File: src/rtl/i2s_pkg.sv
// i2s_pkg: shared I2S types and constants for the audio receive/transmit path.
package i2s_pkg;

  localparam int SAMPLE_W = 16;
  localparam int SLOT_LEN_DEFAULT = 32;

  typedef logic [SAMPLE_W-1:0] sample_t;

  typedef enum logic {
    LEFT  = 1'b0,
    RIGHT = 1'b1
  } chan_t;

endpackage

File: src/rtl/sync_edge.sv
// sync_edge: multi-stage input synchronizer with a rising-edge strobe.
module sync_edge #(
  parameter int STAGES = 2
) (
  input  logic clk,
  input  logic reset,
  input  logic d,
  output logic q,
  output logic rise
);

  logic [STAGES-1:0] ff_q, ff_d;
  logic              prev_q, prev_d;

  always_comb begin
    ff_d   = {ff_q[STAGES-2:0], d};
    prev_d = ff_q[STAGES-1];
  end

  always_ff @(posedge clk or posedge reset) begin
    if (reset) begin
      ff_q   <= '0;
      prev_q <= 1'b0;
    end else begin
      ff_q   <= ff_d;
      prev_q <= prev_d;
    end
  end

  assign q    = ff_q[STAGES-1];
  assign rise = ff_q[STAGES-1] & ~prev_q;

endmodule

File: src/rtl/i2s_rx.sv
// i2s_rx: oversampling I2S receiver producing parallel stereo sample pairs.
// Define I2S_RX_LJ_EN to add the lj_mode input for left-justified streams.
module i2s_rx
  import i2s_pkg::*;
#(
  parameter int AUDIO_DW    = SAMPLE_W,
  parameter int SYNC_STAGES = 2,
  parameter int CNT_W       = 6
) (
  input  logic                clk,
  input  logic                reset,
  input  logic                i2s_bck,
  input  logic                i2s_lrck,
  input  logic                i2s_data,
`ifdef I2S_RX_LJ_EN
  input  logic                lj_mode,
`endif
  output logic [AUDIO_DW-1:0] left,
  output logic [AUDIO_DW-1:0] right,
  output logic                sample_valid,
  output logic                locked
);

  localparam logic [CNT_W:0]   DW_W    = (CNT_W+1)'(AUDIO_DW);
  localparam logic [CNT_W-1:0] CNT_ONE = {{(CNT_W-1){1'b0}}, 1'b1};

  logic bck_rise, ws_s, d_s;
  logic unused_bck_q, unused_ws_rise, unused_d_rise;

  sync_edge #(.STAGES(SYNC_STAGES)) u_bck (
    .clk  (clk),
    .reset(reset),
    .d    (i2s_bck),
    .q    (unused_bck_q),
    .rise (bck_rise)
  );

  sync_edge #(.STAGES(SYNC_STAGES)) u_ws (
    .clk  (clk),
    .reset(reset),
    .d    (i2s_lrck),
    .q    (ws_s),
    .rise (unused_ws_rise)
  );

  sync_edge #(.STAGES(SYNC_STAGES)) u_data (
    .clk  (clk),
    .reset(reset),
    .d    (i2s_data),
    .q    (d_s),
    .rise (unused_d_rise)
  );

  chan_t               ws_prev_q, ws_prev_d;
  logic [AUDIO_DW-1:0] sr_q, sr_d;
  logic [CNT_W-1:0]    cnt_q, cnt_d;
  logic                locked_q, locked_d;
  logic [AUDIO_DW-1:0] pend_q, pend_d;
  logic [AUDIO_DW-1:0] left_q, left_d;
  logic [AUDIO_DW-1:0] right_q, right_d;
  logic                pair_q, pair_d;
  logic                valid_q, valid_d;

  logic [AUDIO_DW-1:0] sr_sh, word;
  logic [CNT_W-1:0]    cnt_inc;
  logic                done;

  // Left-justify the captured bits; short words are zero-padded.
  function automatic logic [AUDIO_DW-1:0] justify(
    input logic [AUDIO_DW-1:0] s,
    input logic [CNT_W:0]      n
  );
    logic [CNT_W:0] k;
    k = (n > DW_W) ? DW_W : n;
    return s << (DW_W - k);
  endfunction

  always_comb begin
    ws_prev_d = ws_prev_q;
    sr_d      = sr_q;
    cnt_d     = cnt_q;
    locked_d  = locked_q;
    pend_d    = pend_q;
    left_d    = left_q;
    right_d   = right_q;
    pair_d    = 1'b0;
    valid_d   = pair_q;
    done      = 1'b0;
    word      = '0;
    sr_sh     = ({1'b0, cnt_q} < DW_W) ?
                {sr_q[AUDIO_DW-2:0], d_s} : sr_q;
    cnt_inc   = (&cnt_q) ? cnt_q : cnt_q + CNT_ONE;
    if (bck_rise) begin
      ws_prev_d = chan_t'(ws_s);
      if (chan_t'(ws_s) == ws_prev_q) begin
        sr_d  = sr_sh;
        cnt_d = cnt_inc;
      end else begin
        done  = 1'b1;
        word  = justify(sr_sh, {1'b0, cnt_q} + {{CNT_W{1'b0}}, 1'b1});
        sr_d  = '0;
        cnt_d = '0;
`ifdef I2S_RX_LJ_EN
        if (lj_mode) begin
          word  = justify(sr_q, {1'b0, cnt_q});
          sr_d  = {{(AUDIO_DW-1){1'b0}}, d_s};
          cnt_d = CNT_ONE;
        end
`endif
      end
    end
    if (done) begin
      if (!locked_q) begin
        locked_d = 1'b1;
      end else if (ws_prev_q == LEFT) begin
        pend_d = word;
      end else begin
        left_d  = pend_q;
        right_d = word;
        pair_d  = 1'b1;
      end
    end
  end

  // Starting as RIGHT makes the first LRCK-low bit a word boundary,
  // so a stream entering at a left slot locks before that slot.
  always_ff @(posedge clk or posedge reset) begin
    if (reset) begin
      ws_prev_q <= RIGHT;
      sr_q      <= '0;
      cnt_q     <= '0;
      locked_q  <= 1'b0;
      pend_q    <= '0;
      left_q    <= '0;
      right_q   <= '0;
      pair_q    <= 1'b0;
      valid_q   <= 1'b0;
    end else begin
      ws_prev_q <= ws_prev_d;
      sr_q      <= sr_d;
      cnt_q     <= cnt_d;
      locked_q  <= locked_d;
      pend_q    <= pend_d;
      left_q    <= left_d;
      right_q   <= right_d;
      pair_q    <= pair_d;
      valid_q   <= valid_d;
    end
  end

  assign left         = left_q;
  assign right        = right_q;
  assign sample_valid = valid_q;
  assign locked       = locked_q;

endmodule

File: config.mk
export PLATFORM = sky130hd
export DESIGN_NAME = i2s_rx
export DESIGN_NICKNAME = d
export VERILOG_FILES = /design/src/rtl/i2s_pkg.sv /design/src/rtl/sync_edge.sv /design/src/rtl/i2s_rx.sv
export SDC_FILE = /design/constraint.sdc
export NUM_CORES = 1
export LEC_CHECK = 0
export ABC_AREA = 0
export BUFFER_PORTS_ARGS = -buffer_cell sky130_fd_sc_hd__buf_2
export CAP_MARGIN = 25
export CORE_MARGIN = 2
export CORE_UTILIZATION = 59
export CTS_CLUSTER_SIZE = 40
export DETAILED_ROUTE_END_ITERATION = 10
export PLACE_DENSITY_LB_ADDON = 0.08
export RECOVER_POWER = 50
export SYNTH_ARGS = -nofsm -noshare
export SYNTH_HDL_FRONTEND = slang
export SYNTH_SLANG_ARGS = --single-unit
File: constraint.sdc
create_clock -name clk -period 7.05 [get_ports clk]
set_clock_uncertainty 0.05 [all_clocks]
set_input_delay 1.41 -clock clk [delete_from_list [all_inputs] [get_ports clk]]
set_output_delay 1.41 -clock clk [all_outputs]
set_load 0.03 [all_outputs]
---- Word level (Yosys, flattened, before mapping) ----
Cells that the tools add are included.
storage, ports and cells
  input port bits ......................... 5
  word-level logic and storage cells ...... 40
  memory bits (read-only) ................. 0
  register bits after elaboration ......... 81
  memories ................................ 0
  latch bits .............................. 0
  bits in writable memories ............... 0
  output and inout bits ................... 34
cells by class
  bitwise operators ....................... 3
  div/mod/pow operators ................... 0
  magnitude comparators ................... 2
  $add $sub $neg .......................... 3
  shift operators ......................... 1
  muxes and demuxes ....................... 12
  multipliers ............................. 0
  equal/unequal tests ..................... 2
  reductions and logical operators ........ 4
operators by type and width
  cell                                                                             count
  16-bit two-way mux                                                               4
  16-bit by 7-bit << shifter with 16-bit output                                    1
  6-bit two-way mux                                                                2
  6-bit by 1-bit adder with 7-bit output, second input constant                    1
  7-bit by 5-bit greater-than comparator with 1-bit output, second input constant  1
  7-bit two-way mux                                                                1
  5-bit by 7-bit subtractor with 7-bit output, first input constant                1
  6-bit by 1-bit adder with 6-bit output, second input constant                    1
  6-bit by 5-bit less-than comparator with 1-bit output, second input constant     1
  3-bit AND reduction                                                              2
  6-bit AND reduction                                                              1
  1-bit two-way mux                                                                5
  2-bit != test, second input constant                                             1
  1-bit NOT                                                                        2
  2-bit AND reduction                                                              1
  1-bit AND                                                                        1
  1-bit == test                                                                    1

---- Logic depth before layout (Yosys ltp) ----
Gate-level depths: netlist of run 1.
  depth after elaboration ................. 7
  gate-level depth with buffers ........... 16
  gate-level depth less buffers ........... 13

---- Cells and area by module ----
Synthesis of run 1 repeated with hierarchy kept, for this count alone.
second synthesis, totals
  cell total of the unflattened synthesis .. 490
  area, all modules ....................... 4,606.9 um2
by module, submodules not included
  module     seq. area each (um2)  instances  area an instance (um2)  cells each
  i2s_rx     1,853.0               1          4,329.2                 475
  sync_edge  75.1                  3          92.6                    5

---- Worst setup path after synthesis of run 1 ----
Ideal clock, no wire load.
  path type ............................... register -> register
  start point ............................. reg cnt_q[0]
  end point ............................... reg pend_q[0]
  clock period less this slack ............ 3.889 ns
  required time ........................... 6.923 ns
  slack ................................... 3.161 ns
  library setup time ...................... 0.077 ns
  cell stages (with the launch flop) ...... 16
  data arrival time ....................... 3.762 ns
  path buffers ............................ 4
  cells stage by stage .................... dfrtp_1 -> ha_1 -> buf_6 -> or4b_4 -> o2111a_1 -> buf_6 -> nand2_1 -> o211ai_1 -> ha_1 -> clkbuf_1 -> or3_1 -> and3_4 -> or4_4 -> buf_6 -> or3_1 -> o21ai_1
between the ends
  longest elaborated chain between the ends .. 7
  elaborated cells between the ends (all ways) .. 9
  classes of those cells .................. 2 x add/sub; 2 x order compare; 1 x shift; 4 x mux
RTL lines
  element                                                   RTL line       source
  start, declared                                           i2s_rx.sv:56   logic [CNT_W-1:0] cnt_q, cnt_d;
  start signal, assigned                                    i2s_rx.sv:141  cnt_q <= cnt_d;
  6-bit by 1-bit adder with 7-bit output                    i2s_rx.sv:100  word = justify(sr_sh, {1'b0, cnt_q} + {{CNT_W{1'b0}}, 1'b1});
  7-bit by 5-bit greater-than comparator with 1-bit output  i2s_rx.sv:74   k = (n > DW_W) ? DW_W : n;
  7-bit two-way mux                                         i2s_rx.sv:74
  5-bit by 7-bit subtractor with 7-bit output               i2s_rx.sv:75   return s << (DW_W - k);
  16-bit by 7-bit << shifter with 16-bit output (*)         i2s_rx.sv:75
  16-bit two-way mux (*)                                    i2s_rx.sv:95   if (chan_t'(ws_s) == ws_prev_q) begin
  16-bit two-way mux (*)                                    i2s_rx.sv:93   if (bck_rise) begin
  end signal, assigned                                      i2s_rx.sv:143  pend_q <= pend_d;
  end, declared                                             i2s_rx.sv:58   logic [AUDIO_DW-1:0] pend_q, pend_d;
Every way passes the cells marked *; elsewhere a longest branch is shown, timed or not.
A chain may end at the register's enable or synchronous reset.

==> results.ini, run 1 <==
[run_status]
status=finished with violations
violations=max-capacitance violations, max-slew violations

[detailed_routing]
drtPass1Iterations=6
wl_met2_um=5957
drt-total-wl_um=13100
met3_length_um=997
vias=4271
antenna_left=0
post-route-drc-count=0
dr.first_iter.drc_count=323
viasPerCell=6.653
top_layer=met4
avgRoutedWirePerCell_um=20.41
drt-met1-wl_um=5886

[die]
rows=32
coreArea_um2=7727
die_w_um=93.50
fp.dieH_um=93.50
start_util_pct=61.16
pin_count=39
die-area_um2=8741

[synthesis]
avgSynthCellArea_um2=9.071
synth.area.top_cells=dfrtp_1 42%, nand2_1 7.8%, a22o_1 3.3%
ys_ff_latch=81
async_reset_ff_share_pct=100.0
synth_edf_count=0
syn_area_um2=4726
ys_seq_area_share_pct=42.92
postSynthCellCount=521
yosysTopAreaCellShare_pct=42.36
yosysWarnings=0
yosysTopAreaCell=dfrtp_1
ys.flop_type=dfrtp_1
ys_types=74
syn-num-nets=529

[worst_setup_path]
cp_data_required_time_ns=6.61
cp_data_arrival_time_ns=4.63
startpoint_type=input pin
endpoint_kind=asynchronous set/reset pin
crit_fanout=74
worstSetupPathType=in -> async

[sta]
rsz0062_at_grt=no
setup-violations-final=0
finalCriticalPeriod_ns=5.074
final_hold_viol_count=0
finalCritPeriodShare_pct=71.97
fin_setup_tns_ns=0
worstMarginPinSlew_ns=3.792
maxSlewHeadroom_pct=-152.8
finalMaxSlewViolations=75
fmax_mhz=197.1

[power]
powerDensity_nw_per_um2=278.4
p_leak_nw=2.281
peakVddDrop_mv=0.1977

[final_layout]
layout-drive-gt1-share_pct=15.93
final_area_um2=5090
nets=543
area_growth_pct=7.705
num_antenna_cells=0

[cts]
cts_tree=done
cts_buffers=9
cts.sinks=81
root_buffer=clkbuf_8
clock_latency_ns=0.36
cts.reportedPaths.clkPinSlew_ns=0.09
post_cts_buffers=0
htreeDepth=3
ctsResizeCount=0
clockBufferDepth=2
cts-hold-fix-buffers=0

[placed_design]
port_buffers=38
place_congestion=0.8905
dpl_cell_area_um2=4880
hpwl_um=9182

[grt]
grt_antenna_before_repair=0
grt_first_pass_wirelength_um=21700
track_usage_pct=32.14
grt_pass1_vias=4037
grt_max_degree=82
grt.overflow.total=0

[run]
cap_violations=1

[min_path]
hp-class=reg -> reg

-- cells in the mapped netlist (all sizes together) (4+ instances only) --
library cell  number
and2               4
o221ai             5
o31ai              9
a211o              6
nand4              6
and3              12
nand2             98
clkbuf            26
mux2              11
a32oi              5
a221oi             5
o2111ai            4
inv               11
o211ai             7
a211oi             9
dfrtp             80
a21oi             19
nor2b              7
or2                4
a2111oi            5
buf               15
a31oi              8
o21ai             27
nand2b             6
nand3             13
nor3              16
xnor2              4
a22o              18
nor2              22
mux2i              5
-- kinds of logic (layout without fill, tap and decap cells) --
| kind of cell | Yosys count | after routing | synth area share (%) |
|---|---|---|---|
| DFF | 81 | 81 | 42.92 |
| and+or+nand+nor | 202 | 202 | 20.55 |
| buffers and inverters | 53 | 72 | 5.242 |
| xor gates and xnor gates | 7 | 7 | 1.297 |
| adders and majority gates | 3 | 3 | 0.7944 |
| AOI/OAI and AO/OA | 159 | 159 | 25.52 |
| muxes | 16 | 16 | 3.680 |
-- through the flow --
step / hold slack [ns] / setup WS (ns) / power, mW / instances / util (%)
detailed placement: 0.2873 / 2.240 / 1.021 / 625 / 63.15
global placement: 0.2850 / 2.390 / 1.012 / 625 / 63.15
global route: 0.3183 / 0.9638 / 1.490 / 642 / 65.87
CTS: 0.3085 / 2.222 / 1.415 / 641 / 66.18
finish: 0.3057 / 1.976 / 1.417 / 642 / 65.87
floorplan: 0.2812 / 3.161 / 0.9092 / 521 / -
-- layout make-up --
type | instances | area (µm²)
clock buffer | 9 | 123.9
inverter | 12 | 46.29
tap | 102 | 127.6
clock inverter | 7 | 110.1
sequential | 81 | 2028
fill | 661 | 2638
multi-input combinational | 387 | 2435
timing repair buffer | 44 | 219.0
-- registers in the layout, indices dropped and copies added (netlist names) --
| name | flops |
|---|---|
| u_ws.ff_q | 2 |
| left | 16 |
| locked | 1 |
| cnt_q | 6 |
| u_bck.ff_q | 2 |
| pair_q | 1 |
| u_bck.prev_q | 1 |
| right | 16 |
| u_data.ff_q | 2 |
| sr_q | 16 |
| pend_q | 16 |
| sample_valid | 1 |
| ws_prev_q | 1 |
-- where the power goes --
group	switching, mW	internal, mW
sequential	0.0430	0.501
combinational	0.320	0.159
clock	0.188	0.206
-- cells in the final DEF, fill, tap and decap left out, types with 4 or more instances in the layout --
master     instances
nand2_1           98
dfrtp_1           80
buf_2             37
nor2_1            22
o21ai_0           21
a21oi_1           18
a22o_1            18
nor3_1            16
nand3_1           13
and3_1            11
mux2_2            11
inv_1             10
o31ai_1            9
a211oi_1           9
clkbuf_8           9
a31oi_1            8
nor2b_1            7
o211ai_1           7
nand2b_1           6
nand4_1            6
a211o_1            6
a32oi_1            5
mux2i_1            5
a221oi_1           5
clkbuf_1           5
xnor2_1            4
or2_2              4
and2_1             4
o21ai_1            4
a2111oi_0          4
-- metal layers --
layer	up-vias	GRT usage [%]
li1	1959	-
met1	2082	46.05
met2	210	50.48
met3	20	4.512
met4	0	10.42
met5	-	0
-- critical path: stages --
cell	delay [ns]
clkbuf_1	0.08
clkinvlp_2	0.05
clkbuf_1	0.33
clkbuf_1	2.69
-- worst paths after layout --
check / from / end / slack (ns) / cells after the start
worst max-delay path: reset / sr_q[12] / 1.98 / 4
worst min-delay path: u_data.ff_q[0] / u_data.ff_q[1] / 0.31 / 0
worst max register to register: cnt_q[0] / right[15] / 2.10 / 11
worst min register to register: u_data.ff_q[0] / u_data.ff_q[1] / 0.31 / 0
max in group clk: cnt_q[0] / right[15] / 2.10 / 11
min in group asynchronous: reset / cnt_q[0] / 1.03 / 3
Note: power is estimated with default switching activity, not from simulation.
==> run 2: changes to the inputs <==
- CORE_UTILIZATION: 59 -> 54
- clock period: 7.05 -> 4.6 ns (I/O delays scaled with it)
==> run 2 against run 1 <==
Against the previous run:
- the flow still finishes with violations (max-capacitance violations, max-slew violations)
- sequential cell count unchanged
- worst hold slack about the same
- cell count increased by 2.3%
- via count decreased by 2.0%
- sequential share of layout area decreased by 0.46 points
- global-route usage decreased by 4.5 points
- die area increased by 8.9%
- worst setup slack got worse by 1.4 ns
- critical path depth increased by 8
- clock power increased by 45%
- non-clock buffer count increased by 9
- first-iteration DRC count increased by 27%
- highest routed layer unchanged
==> results.ini, run 2 (same netlist as run 1, synthesis figures left out) <==
[worst_setup_path]
r2r_end=pend_q[14]  ; was right[15]
r2r_slack_ns=0.54  ; was 2.10 ns
crit_fanout=10  ; was 74
endpoint_kind=register  ; was asynchronous set/reset pin
worstSetupPathType=reg -> reg  ; was in -> async
cp_data_required_time_ns=4.85  ; was 6.61 ns
reg2reg_depth=12  ; was 11
cp_data_arrival_time_ns=4.31  ; was 4.63 ns
startpoint_type=register  ; was input pin
r2r-start=cnt_q[1]  ; was cnt_q[0]

[run_status]
violations=max-capacitance violations, max-slew violations  ; unchanged
status=finished with violations  ; unchanged

[placed_design]
port_buffers=38  ; unchanged
place_inst=640  ; was 625
place_congestion=0.9654  ; was 0.8905
hpwl_um=9061  ; was 9182 µm

[sta]
final_hold_viol_count=0  ; unchanged
fin_setup_tns_ns=0  ; unchanged
finalCritPeriodShare_pct=88.22
finalMaxSlewViolations=84  ; was 75
setup-violations-final=0  ; unchanged
fmax_mhz=246.4
rsz0062_at_grt=no  ; unchanged
maxSlewHeadroom_pct=-50.53  ; was -152.8%
worstMarginPinSlew_ns=2.246  ; was 3.792 ns
finalCriticalPeriod_ns=4.058

[grt]
grt.overflow.total=0  ; unchanged
grt_first_pass_wirelength_um=21000  ; was 21,700 µm
track_usage_pct=27.67  ; was 32.14%
grt_pass1_vias=4001  ; was 4,037
grt_max_degree=52  ; was 82
grt_antenna_before_repair=0  ; unchanged

[cts]
cts_tree=done  ; unchanged
post_cts_buffers=0  ; unchanged
cts_buffers=9  ; unchanged
cts.sinks=81  ; unchanged
cts-hold-fix-buffers=0  ; unchanged
htreeDepth=3  ; unchanged
clock_latency_ns=0.38  ; was 0.36 ns
root_buffer=clkbuf_8  ; unchanged
clockBufferDepth=2  ; unchanged
cts.reportedPaths.clkPinSlew_ns=0.09  ; about the same
ctsResizeCount=0  ; unchanged

[final_layout]
final_cells=657  ; was 642
layout-drive-gt1-share_pct=17.67  ; was 15.93%
area_growth_pct=8.949  ; was 7.705%
layout_commonest_cell=nand2_1  ; unchanged
num-fill-cells=768  ; was 661
utilization_pct=59.92  ; was 65.87%
nets=552  ; was 543
num_antenna_cells=0  ; unchanged
most-common-layout-cells=98 x nand2_1, 80 x dfrtp_1, 38 x buf_2  ; was 98 x nand2_1, 80 x dfrtp_1, 37 x buf_2

[min_path]
min_from=u_ws.ff_q[0]  ; was u_data.ff_q[0]
hp-class=reg -> reg  ; unchanged
holdPathStages=0  ; unchanged
whs_endpoint=u_ws.ff_q[1]  ; was u_data.ff_q[1]

[power]
p_leak_nw=2.321  ; was 2.281 nW
peakVddDrop_mv=0.2220  ; was 0.1977 mV
powerDensity_nw_per_um2=419.7  ; was 278.4 nW/µm²
total_power_mw=2.161  ; was 1.417 mW

[die]
fp.dieH_um=97.55  ; was 93.50 µm
die_w_um=97.55  ; was 93.50 µm
rows=34  ; was 32
start_util_pct=54.99  ; was 61.16%
coreArea_um2=8593  ; was 7727 µm²
die-area_um2=9516  ; was 8741 µm²
pin_count=39  ; unchanged

[detailed_routing]
vias=4186  ; was 4,271
dr.first_iter.drc_count=410  ; was 323
drt-total-wl_um=12780  ; was 13,100 µm
drtPass1Iterations=5  ; was 6
viasPerCell=6.371  ; was 6.653
antenna_left=0  ; unchanged
post-route-drc-count=0  ; unchanged
avgRoutedWirePerCell_um=19.45  ; was 20.41 µm

[run]
cap_violations=2  ; was 1

## run 2: cell count changes in the layout (fill, tap and decap cells not counted), sizes merged
cell,before,now
buf,39,50
bufinv,2,1
clkbuf,14,13
clkinv,2,3
inv,13,12
## run 2: cell type report
cell class	count	area (µm²)	share of cell area (%)
repair buffers	53	291.5	5.662
clock buffers	10	137.6	2.673
flip-flops and latches	81	2028	39.39
multi-input cells	387	2435	47.29
clock inverters	6	75.07	1.458
inverters	12	46.29	0.8991
well taps	108	135.1	2.625
## run 2: metal layers
layer	up-vias	GRT usage, %	share of wire (%)
li1	1979	-	-
met1	2027	40.01	47
met2	147	41.22	45
met3	33	6.043	5.1
met4	0	9.615	2.5
met5	-	0	0
## run 2: per-stage QoR
| step | setup WS, ns | area (µm²) | hold WS, ns |
|---|---|---|---|
| 2_1_floorplan | 0.7110 | 4726 | 0.2812 |
| 3_5_place_dp | 0.6131 | 4955 | 0.2870 |
| 5_1_grt | 0.3569 | 5149 | 0.3149 |
| 3_3_place_gp | 0.6656 | 4947 | 0.2889 |
| 6_report | 0.5420 | 5149 | 0.3053 |
| 4_1_cts | 0.5807 | 5167 | 0.3098 |
## run 2: how the worst max path moves through the flow
| stage | startpoint | end | slack, ns | cells after the start |
|---|---|---|---|---|
| after floorplan | cnt_q[0] | pend_q[0] | 0.71 | 15 |
| after global placement | cnt_q[1] | pend_q[14] | 0.67 | 12 |
| after detailed placement | cnt_q[1] | pend_q[14] | 0.61 | 12 |
| after CTS | cnt_q[1] | pend_q[14] | 0.58 | 12 |
| after global routing | cnt_q[1] | pend_q[15] | 0.36 | 11 |
| final | cnt_q[1] | pend_q[14] | 0.54 | 12 |
## run 2: power breakdown
| part | leakage, nW | internal [mW] | switching (mW) | total, mW |
|---|---|---|---|---|
| clock network | 0.105 | 0.273 | 0.296 | 0.570 |
| logic | 1.13 | 0.266 | 0.508 | 0.774 |
| registers | 1.09 | 0.768 | 0.0491 | 0.818 |
## run 2: worst max-delay path, stage by stage, from the launching register on
cell	delay, ns
dfrtp_1	0.47
ha_1	0.34
or4b_4	0.53
o2111a_1	0.26
nand2_1	0.14
o211ai_1	0.10
ha_1	0.32
or3_1	0.40
and3_4	0.18
or4_4	0.56
a311oi_1	0.30
a211oi_1	0.13
a21oi_1	0.19
==> run 3: changes to the inputs <==
- REMOVE_ABC_BUFFERS: default -> 1
==> run 3 against run 2 <==
Against the previous run:
- the run still ends with max-capacitance violations, max-slew violations left
- die area did not move
- worst hold slack barely moved
- total power fell by 5.2%
- highest routed layer unchanged
- combinational power fell by 3%
- critical path depth did not move
==> results.ini, run 3 (same netlist as run 1, synthesis figures left out) <==
[worst_setup_path]
endpoint_kind=register  ; unchanged
crit_family=simple AND/OR/NAND/NOR gates  ; unchanged
cp_cell_sequence=ha_1, or4b_4, o2111a_1, nand2_1, o211ai_1, ha_1, or3_1, and3_4, nor3_1, inv_1, nor3_1, mux2_2  ; was ha_1, or4b_4, o2111a_1, nand2_1, o211ai_1, ha_1, or3_1, and3_4, or4_4, a311oi_1, a211oi_1, a21oi_1
startpoint_type=register  ; unchanged
cp_data_arrival_time_ns=4.50  ; was 4.31 ns
crit_fanout=10  ; unchanged
slowest_stage=nor3_1  ; was or4_4
cp_data_required_time_ns=4.85  ; about the same
worstSetupPathType=reg -> reg  ; unchanged
path_buf_inv=1  ; was 0
critPathMaxStageDelay_ns=0.59  ; was 0.56 ns

[placed_design]
port_buffers=38  ; unchanged
hpwl_um=8490  ; was 9061 µm
place_congestion=0.9237  ; was 0.9654
dpl_cell_area_um2=4932  ; was 4955 µm²
dp_slack_ns=0.4166  ; was 0.6131 ns

[detailed_routing]
dr.first_iter.drc_count=352  ; was 410
vias=4132  ; was 4,186
antenna_left=0  ; unchanged
post-route-drc-count=0  ; unchanged
viasPerCell=6.318  ; was 6.371
drtPass1Iterations=5  ; unchanged
drt-total-wl_um=12060  ; was 12,780 µm
avgRoutedWirePerCell_um=18.43  ; was 19.45 µm

[grt]
grt_pass1_vias=3890  ; was 4,001
grt_first_pass_wirelength_um=20120  ; was 21,000 µm
track_usage_pct=25.87  ; was 27.67%
grt_antenna_before_repair=0  ; unchanged
grt_max_degree=52  ; unchanged
grt.overflow.total=0  ; unchanged

[final_layout]
layout-drive-gt1-share_pct=16.30  ; was 17.67%
most-common-layout-cells=98 x nand2_1, 80 x dfrtp_1, 34 x buf_2  ; was 98 x nand2_1, 80 x dfrtp_1, 38 x buf_2
num_antenna_cells=0  ; unchanged
num-fill-cells=812  ; was 768
nets=549  ; was 552
layout_commonest_cell=nand2_1  ; unchanged
final_area_um2=5090  ; was 5149 µm²
area_growth_pct=7.705  ; was 8.949%

[sta]
setup-violations-final=0  ; unchanged
rsz0062_at_grt=no  ; unchanged
final_hold_viol_count=0  ; unchanged
maxSlewHeadroom_pct=-43.98  ; was -50.53%
setup_slack_ns=0.3458  ; was 0.5420 ns
whs_ns=0.3051  ; was 0.3053 ns
fin_setup_tns_ns=0  ; unchanged
finalCriticalPeriod_ns=4.254  ; was 4.058 ns
finalMaxSlewViolations=84  ; unchanged
worstMarginPinSlew_ns=2.148  ; was 2.246 ns
fmax_mhz=235.1  ; was 246.4 MHz
finalCritPeriodShare_pct=92.48  ; was 88.22%

[cts]
cts_buffers=9  ; unchanged
post_cts_buffers=0  ; unchanged
htreeDepth=3  ; unchanged
clock_latency_ns=0.36  ; was 0.38 ns
clockBufferDepth=2  ; unchanged
cts.sinks=81  ; unchanged
cts-hold-fix-buffers=0  ; unchanged
root_buffer=clkbuf_8  ; unchanged
ctsResizeCount=0  ; unchanged
cts_tree=done  ; unchanged
cts.reportedPaths.clkPinSlew_ns=0.09  ; about the same

[power]
powerDensity_nw_per_um2=402.7  ; was 419.7 nW/µm²
total_power_mw=2.050  ; was 2.161 mW
peakVddDrop_mv=0.1807  ; was 0.2220 mV
p_leak_nw=2.268  ; was 2.321 nW

[die]
die_w_um=97.55  ; unchanged
die-area_um2=9516  ; unchanged
rows=34  ; unchanged
pin_count=39  ; unchanged
start_util_pct=54.99  ; unchanged
coreArea_um2=8593  ; unchanged
fp.dieH_um=97.55  ; unchanged

[run_status]
status=finished with violations  ; unchanged
violations=max-capacitance violations, max-slew violations  ; unchanged

[run]
cap_violations=2  ; unchanged

[min_path]
hp-class=reg -> reg  ; unchanged

[run 3: per-layer routing]
layer / vias up / wire length [µm] / GRT usage, %
met1: 1978 / 5551 / 37.58
met5: - / 0 / 0
li1: 1975 / - / -
met2: 152 / 5566 / 39.42
met4: 0 / 255 / 9.081
met3: 27 / 682 / 4.101
[run 3: power by group]
part           switching, mW  internal [mW]
clock                  0.279          0.202
sequential            0.0462          0.768
combinational          0.496          0.259
[run 3: final timing paths]
path | from | slack (ns) | end | depth (start not counted)
setup / recovery | cnt_q[1] | 0.35 | right[1] | 12
hold / removal | u_ws.ff_q[0] | 0.31 | u_ws.ff_q[1] | 0
setup reg to reg | cnt_q[1] | 0.35 | right[1] | 12
hold reg to reg | u_ws.ff_q[0] | 0.31 | u_ws.ff_q[1] | 0
max in group asynchronous | reset | 1.18 | cnt_q[3] | 3
min in group asynchronous | reset | 1.05 | pend_q[3] | 2
[run 3: area by class of cell]
type,count,area [µm²],share of cell area [%]
clock buffers,10,127.6,2.507
clock inverters,6,50.05,0.9833
inverters,12,46.29,0.9095
multi-input cells,387,2435,47.84
flip-flops and latches,81,2028,39.85
well taps,108,135.1,2.655
repair buffers,50,267.8,5.261
[run 3: metrics by stage]
| step | cells | utilization [%] |
|---|---|---|
| final | 654 | 59.23 |
| after global placement | 636 | 57.31 |
| after detailed placement | 637 | 57.40 |
| after global routing | 654 | 59.23 |
| after floorplan | 480 | - |
| after CTS | 653 | 59.46 |
